<file path="src/rtl/hazard_ctrl_unit.sv">
// Hazard and forwarding controller for a 5-stage MIPS pipeline: load-use and HI/LO stalls, branch flushes, EX forwarding.
// Optional macro FORWARDING_EN enables EX operand forwarding; without it, RAW hazards on EX/MEM writers stall instead.
module hazard_ctrl_unit #(
  parameter int REG_AW            = 5,
  parameter int LOAD_STALL_CYCLES = 1,
  parameter int MDU_LATENCY       = 32,
  parameter int CNT_W             = 6
) (
  input  logic              clk,
  input  logic              rst,
  input  logic [REG_AW-1:0] id_rs,
  input  logic [REG_AW-1:0] id_rt,
  input  logic              id_uses_rs,
  input  logic              id_uses_rt,
  input  logic              id_uses_hilo,
  input  logic [REG_AW-1:0] ex_rs,
  input  logic [REG_AW-1:0] ex_rt,
  input  logic [REG_AW-1:0] ex_wr_reg,
  input  logic              ex_reg_write,
  input  logic              ex_mem_to_reg,
  input  logic              ex_branch_taken,
  input  logic              ex_jump,
  input  logic              mdu_start,
  input  logic [REG_AW-1:0] mem_wr_reg,
  input  logic [REG_AW-1:0] wb_wr_reg,
  input  logic              mem_reg_write,
  input  logic              wb_reg_write,
  output logic              stall,
  output logic              flush,
  output logic [1:0]        fwd_a,
  output logic [1:0]        fwd_b,
  output logic              mdu_busy,
  output logic              dbg_state
);

  typedef enum logic {ST_RUN = 1'b0, ST_LOAD_WAIT = 1'b1} state_t;

  localparam logic [2:0]       LCNT_INIT = 3'(LOAD_STALL_CYCLES - 1);
  localparam logic [CNT_W-1:0] MCNT_INIT = CNT_W'(MDU_LATENCY);

  state_t           state_q, state_d;
  logic [2:0]       lcnt_q, lcnt_d;
  logic [CNT_W-1:0] mcnt_q, mcnt_d;

  logic ex_rs_hit, ex_rt_hit, mem_rs_hit, mem_rt_hit;
  logic load_hit, flush_req, mdu_active, mdu_stall, raw_stall, load_stall;
  logic [1:0] fwd_a_sel, fwd_b_sel;

  // Register 0 is hard-wired, so a zero destination never produces a match.
  assign ex_rs_hit  = id_uses_rs && (ex_wr_reg != '0)  && (id_rs == ex_wr_reg);
  assign ex_rt_hit  = id_uses_rt && (ex_wr_reg != '0)  && (id_rt == ex_wr_reg);
  assign mem_rs_hit = id_uses_rs && (mem_wr_reg != '0) && (id_rs == mem_wr_reg);
  assign mem_rt_hit = id_uses_rt && (mem_wr_reg != '0) && (id_rt == mem_wr_reg);

  assign load_hit   = ex_mem_to_reg && (ex_rs_hit || ex_rt_hit);
  assign flush_req  = ex_branch_taken || ex_jump;
  assign mdu_active = (mcnt_q != '0);
  assign mdu_stall  = id_uses_hilo && (mdu_active || mdu_start);

`ifdef FORWARDING_EN
  function automatic logic [1:0] fwd_sel(input logic [REG_AW-1:0] src);
    if (mem_reg_write && (mem_wr_reg != '0) && (mem_wr_reg == src)) return 2'b10;
    else if (wb_reg_write && (wb_wr_reg != '0) && (wb_wr_reg == src)) return 2'b01;
    else return 2'b00;
  endfunction

  assign raw_stall = 1'b0;
  assign fwd_a_sel = fwd_sel(ex_rs);
  assign fwd_b_sel = fwd_sel(ex_rt);

  logic unused_nofwd;
  assign unused_nofwd = ^{ex_reg_write, mem_rs_hit, mem_rt_hit};
`else
  // WB is covered by the register file writing before it is read.
  assign raw_stall = (ex_reg_write && (ex_rs_hit || ex_rt_hit)) ||
                     (mem_reg_write && (mem_rs_hit || mem_rt_hit));
  assign fwd_a_sel = 2'b00;
  assign fwd_b_sel = 2'b00;

  logic unused_fwd;
  assign unused_fwd = ^{ex_rs, ex_rt, wb_wr_reg, wb_reg_write};
`endif

  always_ff @(posedge clk) begin
    if (rst) begin
      state_q <= ST_RUN;
      lcnt_q  <= '0;
      mcnt_q  <= '0;
    end else begin
      state_q <= state_d;
      lcnt_q  <= lcnt_d;
      mcnt_q  <= mcnt_d;
    end
  end

  always_comb begin
    state_d = state_q;
    lcnt_d  = lcnt_q;
    mcnt_d  = mcnt_q;
    // A flush squashes the stalled consumer, so any pending load wait is abandoned.
    if (flush_req) begin
      state_d = ST_RUN;
      lcnt_d  = '0;
    end else begin
      case (state_q)
        ST_RUN: begin
          if (load_hit && (LOAD_STALL_CYCLES > 1)) begin
            state_d = ST_LOAD_WAIT;
            lcnt_d  = LCNT_INIT;
          end
        end
        ST_LOAD_WAIT: begin
          lcnt_d = lcnt_q - 3'd1;
          if (lcnt_q == 3'd1) state_d = ST_RUN;
        end
        default: begin
          state_d = ST_RUN;
          lcnt_d  = '0;
        end
      endcase
    end
    // The MDU op is older than any branch in EX, so flush leaves it running.
    if (mdu_start)       mcnt_d = MCNT_INIT;
    else if (mdu_active) mcnt_d = mcnt_q - 1'b1;
  end

  always_comb begin
    load_stall = (state_q == ST_LOAD_WAIT) || load_hit;
    stall      = !rst && !flush_req && (load_stall || mdu_stall || raw_stall);
    flush      = !rst && flush_req;
    fwd_a      = rst ? 2'b00 : fwd_a_sel;
    fwd_b      = rst ? 2'b00 : fwd_b_sel;
    mdu_busy   = !rst && mdu_active;
    dbg_state  = state_q;
  end

endmodule

</file>
<file path="config.mk">
export PLATFORM = sky130hd
export DESIGN_NAME = hazard_ctrl_unit
export DESIGN_NICKNAME = d
export VERILOG_FILES = /design/src/rtl/hazard_ctrl_unit.sv
export SDC_FILE = /design/constraint.sdc
export NUM_CORES = 1
export LEC_CHECK = 0
export ABC_CLOCK_PERIOD_IN_PS = 3130
export CORE_ASPECT_RATIO = 1.1
export CORE_UTILIZATION = 38
export CTS_CLUSTER_DIAMETER = 30
export DETAILED_ROUTE_END_ITERATION = 10
export PLACE_DENSITY_LB_ADDON = 0.15
export SETUP_SLACK_MARGIN = 0.3
export SYNTH_ARGS = -nofsm -noshare
export SYNTH_HDL_FRONTEND = slang
export SYNTH_SLANG_ARGS = --single-unit
</file>
<file path="constraint.sdc">
create_clock -name clk -period 3.13 [get_ports clk]
set_input_delay 0.4695 -clock clk [delete_from_list [all_inputs] [get_ports clk]]
set_output_delay 0.4695 -clock clk [all_outputs]
set_load 0.01 [all_outputs]
</file>
## Word level (Yosys, flattened, before mapping)

Cells that the tools add are included.

- Add/sub/neg operators: 2
- Eq/ne operators: 5
- Muxes and demuxes: 3
- Bitwise operators: 1
- Reductions and logical operators: 33

Operator list:

| kind | number |
|---|---|
| $eq 5x5->1 | 4 |
| $logic_and 1x1->1 | 16 |
| $mux 6 | 2 |
| $reduce_bool 5->1 | 2 |
| $logic_or 1x1->1 | 8 |
| $reduce_bool 6->1 | 1 |
| $sub 6x1->6 const B | 1 |
| $reduce_or 2->1 | 2 |
| $eq 3x1->1 const B | 1 |
| $reduce_or 3->1 | 1 |
| $sub 3x1->3 const B | 1 |
| $logic_not 1->1 | 2 |
| $reduce_bool 2->1 | 1 |
| $mux 1 | 1 |
| $not 1->1 | 1 |

- Bits in registers: 10
- Bits of input ports: 47
- Output and inout bits: 8
- Logic and storage cells: 48

## Longest topological paths before layout

- Depth in word-level cells: 9
- Depth in mapped cells: 7
- Gate-level depth less buffers: 6

## Least setup slack after synthesis

No wires, ideal clock.

- Path kind: input to output
- From: input port mem_wr_reg[0]
- To: output port stall
- Arrival: 1.457 ns
- Data required time: 2.660 ns
- Path slack: 1.204 ns
- Cell stages on the path: 3
- Buffers on the path: 0
- Path through: or3_1 > o311a_1 > a221o_1

- Word-level cells in the longest chain between the ends: 8
- Elaborated cells between the ends (all ways): 12
- Those cells by class: eq/ne: 2; reduce/logical: 10

RTL lines:

| what | RTL line | source |
|---|---|---|
| start: declaration | 24 | `input logic [REG_AW-1:0] mem_wr_reg,` |
| $reduce_bool 5->1 | 52, 53 |  |
| $logic_and 1x1->1 (on tied branches) (2 in series) | 52, 53 |  |
| $logic_or 1x1->1 (*) | 76 | `(mem_reg_write && (mem_rs_hit \|\| mem_rt_hit));` |
| $logic_and 1x1->1 (*) | 76 |  |
| $logic_or 1x1->1 (*) | 75 | `assign raw_stall = (ex_reg_write && (ex_rs_hit \|\| ex_rt_hit)) \|\|` |
| $logic_or 1x1->1 (*) | 129 | `stall = !rst && !flush_req && (load_stall \|\| mdu_stall \|\| raw_stall);` |
| $logic_and 1x1->1 (*) | 129 |  |
| end: declaration | 28 | `output logic stall,` |

Mark *: on every way between the ends. The rest lies on a longest branch, timed or not.

## Worst setup path after layout

Ends and elaborated chain as after synthesis.

==> flow_metrics.py <==
metrics = {
    "status": {
        "outcome": "completed",
    },
    "logic_synthesis": {
        "netlist_area_um2": 811,
        "postSynthAreaPerCell_um2": 8.03,
        "yosys_warnings": 0,
        "yosys.cell_types.count": 25,
        "count_of_mapped_cells_out_of_synthesis": 101,
        "ys_ff_latch": 10,
        "sequential_share_of_the_synthesized_area_pct": 24.7,
    },
    "worst_setup_path": {
        "cp-start-kind": "input pin",
        "critical-path-max-stage-delay_ns": 0.46,
        "reg2reg_from": "mcnt_q[2]$_SDFFE_PP0P_",
        "critPathCaptureType": "output port",
        "setup_slack_reg_to_reg_ns": 1.49,
        "crit_fanout": 3,
        "critPathBufInv": 2,
        "r2r.worst_path.cells": 3,
        "worstPathCellList": "clkdlybuf4s50_1, or3_1, o311a_1, a221o_1, dlygate4sd2_1",
        "arrival_ns": 2.21,
        "critical_path_required_ns": 2.66,
        "cp_top_family": "buffers and inverters",
        "timing_worst_setup_path_type": "input pin to output port",
        "critical-path-slowest-cell": "clkdlybuf4s50_1",
        "regToRegEndpoint": "mcnt_q[1]$_SDFFE_PP0P_",
    },
    "cells_and_area": {
        "multiInputGateArea_um2": 561,
        "regArea_um2": 200,
        "antenna-diode-count": 0,
        "fin_nets": 190,
        "final.fill_count": 185,
        "layout_commonest_cell": "clkdlybuf4s50_1",
        "post_route_cells_drive_above_1_share_pct": 5.07,
        "layout_common_cells": "clkdlybuf4s50_1, xnor2_1, nor2_1",
        "area_delta_synth_final_pct": 48.6,
    },
    "route": {
        "drt_iter0_markers": 9,
        "drc_errors": 0,
        "metal3_wl_um": 116,
        "avgRoutedWirePerCell_um": 10.8,
        "routed_wirelength_mm": 1.79,
        "met1Wirelength_um": 799,
        "firstDrtPassIters": 4,
        "vias": 786,
        "dr_wl_met2_um": 877,
        "top_signal_layer_used": "met3",
        "detail-route-antenna-nets": 0,
        "vias_per_cell": 4.73,
    },
    "sta": {
        "period_needed_ns": 2.68,
        "hold_viol": 0,
        "setup_tns_ns": 0,
        "maxSlewViolCount": 0,
        "finalClockSkew_ns": 0.00774,
        "setup_viol": 0,
        "rsz0062_at_grt": "no",
        "min_period_over_period_pct": 85.7,
        "fmaxAchievable_mhz": 373,
    },
    "die": {
        "floorplan.rows": 17,
        "core_area_mm2": 0.00200,
        "chipWidth_um": 46.0,
        "die_footprint_mm2": 0.00232,
        "start_util_pct": 40.6,
        "die_h_um": 50.4,
        "boundaryPins": 55,
    },
    "clocking": {
        "numCtsBuffers": 3,
        "cts_hold_buf": 0,
        "clock-sinks": 10,
        "clk_path_buf_depth": 2,
        "clk_latency_worst_skew_pair_ns": 0.27,
        "clk_transition_reported_paths_ns": 0.07,
        "cts_tree": "done",
        "post_cts_resize_count": 1,
        "cts_htree_levels": 1,
        "cts.root.buffer_cell": "clkbuf_4",
        "postCtsSetupBuffers": 0,
    },
    "placement": {
        "gp_congestion": 0.719,
        "portBuffers": 34,
        "place_hpwl_mm": 1.59,
    },
    "hold_path": {
        "hold_depth": 2,
        "holdCritPathClass": "register to register",
        "min_to": "lcnt_q[1]$_SDFFE_PN0P_",
        "launch_point_of_the_worst_hold_path": "lcnt_q[1]$_SDFFE_PN0P_",
    },
    "power_and_ir_drop": {
        "vdd.ir_drop.worst_v": 0.000342,
        "p_leak_nw": 0.435,
        "power-per-cell-area_mw_per_mm2": 432,
        "report.power.total_w": 0.000520,
    },
    "grt": {
        "grt_pass1_wl_mm": 2.90,
        "globalRouteOverflowTotal": 0,
        "track_usage_pct": 17.1,
        "largest_net_degree_at_the_start_of_global_routing": 7,
        "vias_in_the_first_global_route": 732,
        "grt_antenna_before_repair": 0,
    },
    "flow_run": {
        "cap_viol_max_count": 0,
    },
}
==> layer usage <==
layer | GRT usage [%] | vias up
met4 | 1.47 | 0
li1 | - | 410
met5 | 0 | -
met1 | 20.6 | 350
met2 | 29.1 | 26
met3 | 6.83 | 0
==> stage by stage <==
step | instances | worst slack, ns | area, um2 | hold slack (ns) | utilization [%]
global placement | 162 | 0.229 | 1170 | 0.466 | 58.5
floorplan | 104 | 1.20 | 822 | 0.456 | -
CTS | 166 | 0.429 | 1200 | 0.481 | 60.3
global route | 166 | 0.401 | 1200 | 0.526 | 60.3
finish | 166 | 0.447 | 1200 | 0.480 | 60.3
detailed placement | 162 | 0.243 | 1170 | 0.475 | 58.5
==> synthesized netlist by cell type <==
master,n,share of area [%]
xor2_1,2,2.2
inv_1,7,3.2
o22ai_1,2,1.5
a2111oi_2,1,1.9
nand4_1,4,3.1
nor3_1,5,3.1
buf_4,4,3.7
o31a_1,1,1.1
or3_1,3,2.3
ha_1,4,6.2
nor4_1,1,0.77
or3_4,1,1.4
conb_1,1,0.46
o311a_1,1,1.2
a221o_1,1,1.2
xnor2_1,24,26
o21ai_0,2,1.2
a21oi_1,3,1.9
o41ai_1,1,1.1
nand2_1,7,3.2
a211oi_1,1,0.93
buf_2,1,0.62
nor2b_1,2,1.5
dfxtp_1,10,25
nor2_1,12,5.6
==> report_power, final <==
part           switching (W)  total (W)  internal [W]
clock network      0.0000482   0.000119     0.0000706
registers          0.0000199   0.000166      0.000146
logic               0.000105   0.000236      0.000131
==> registers in the layout, summed over array words and instances, names as in the netlist <==
register   flops
lcnt_q         3
mcnt_q         6
dbg_state      1
==> kinds of logic (layout without fill, tap and decap cells) <==
group,after synthesis,count (layout),synth area share [%]
other,1,4,0.463
AOI/OAI and AO/OA,13,13,12.0
adders and majority gates,4,4,6.17
and+or+nand+nor,35,35,21.0
DFF,10,10,24.7
xor gates and xnor gates,26,26,28.1
buffers and inverters,12,46,7.56
==> cell type report <==
cell class,instances,area share [%]
multi-input combinational,82,46.5
timing repair buffer,35,28.8
sequential,10,16.6
clock buffer,4,3.01
tap,28,2.91
inverter,7,2.18
==> worst reg2reg max path: stages (launching register included) <==
cell	delay [ns]
dfxtp_1	0.34
or3_4	0.41
or3_1	0.42
a2111oi_2	0.37
==> how the worst max path moves through the flow <==
stage	cells past startpoint	endpoint	start
after CTS	5	stall	mem_wr_reg[0]
after detailed placement	5	stall	mem_wr_reg[0]
after global routing	5	stall	mem_wr_reg[0]
final	5	stall	mem_wr_reg[0]
after floorplan	3	stall	mem_wr_reg[0]
after global placement	5	stall	mem_wr_reg[0]
Note: power is estimated with default switching activity, not from simulation.
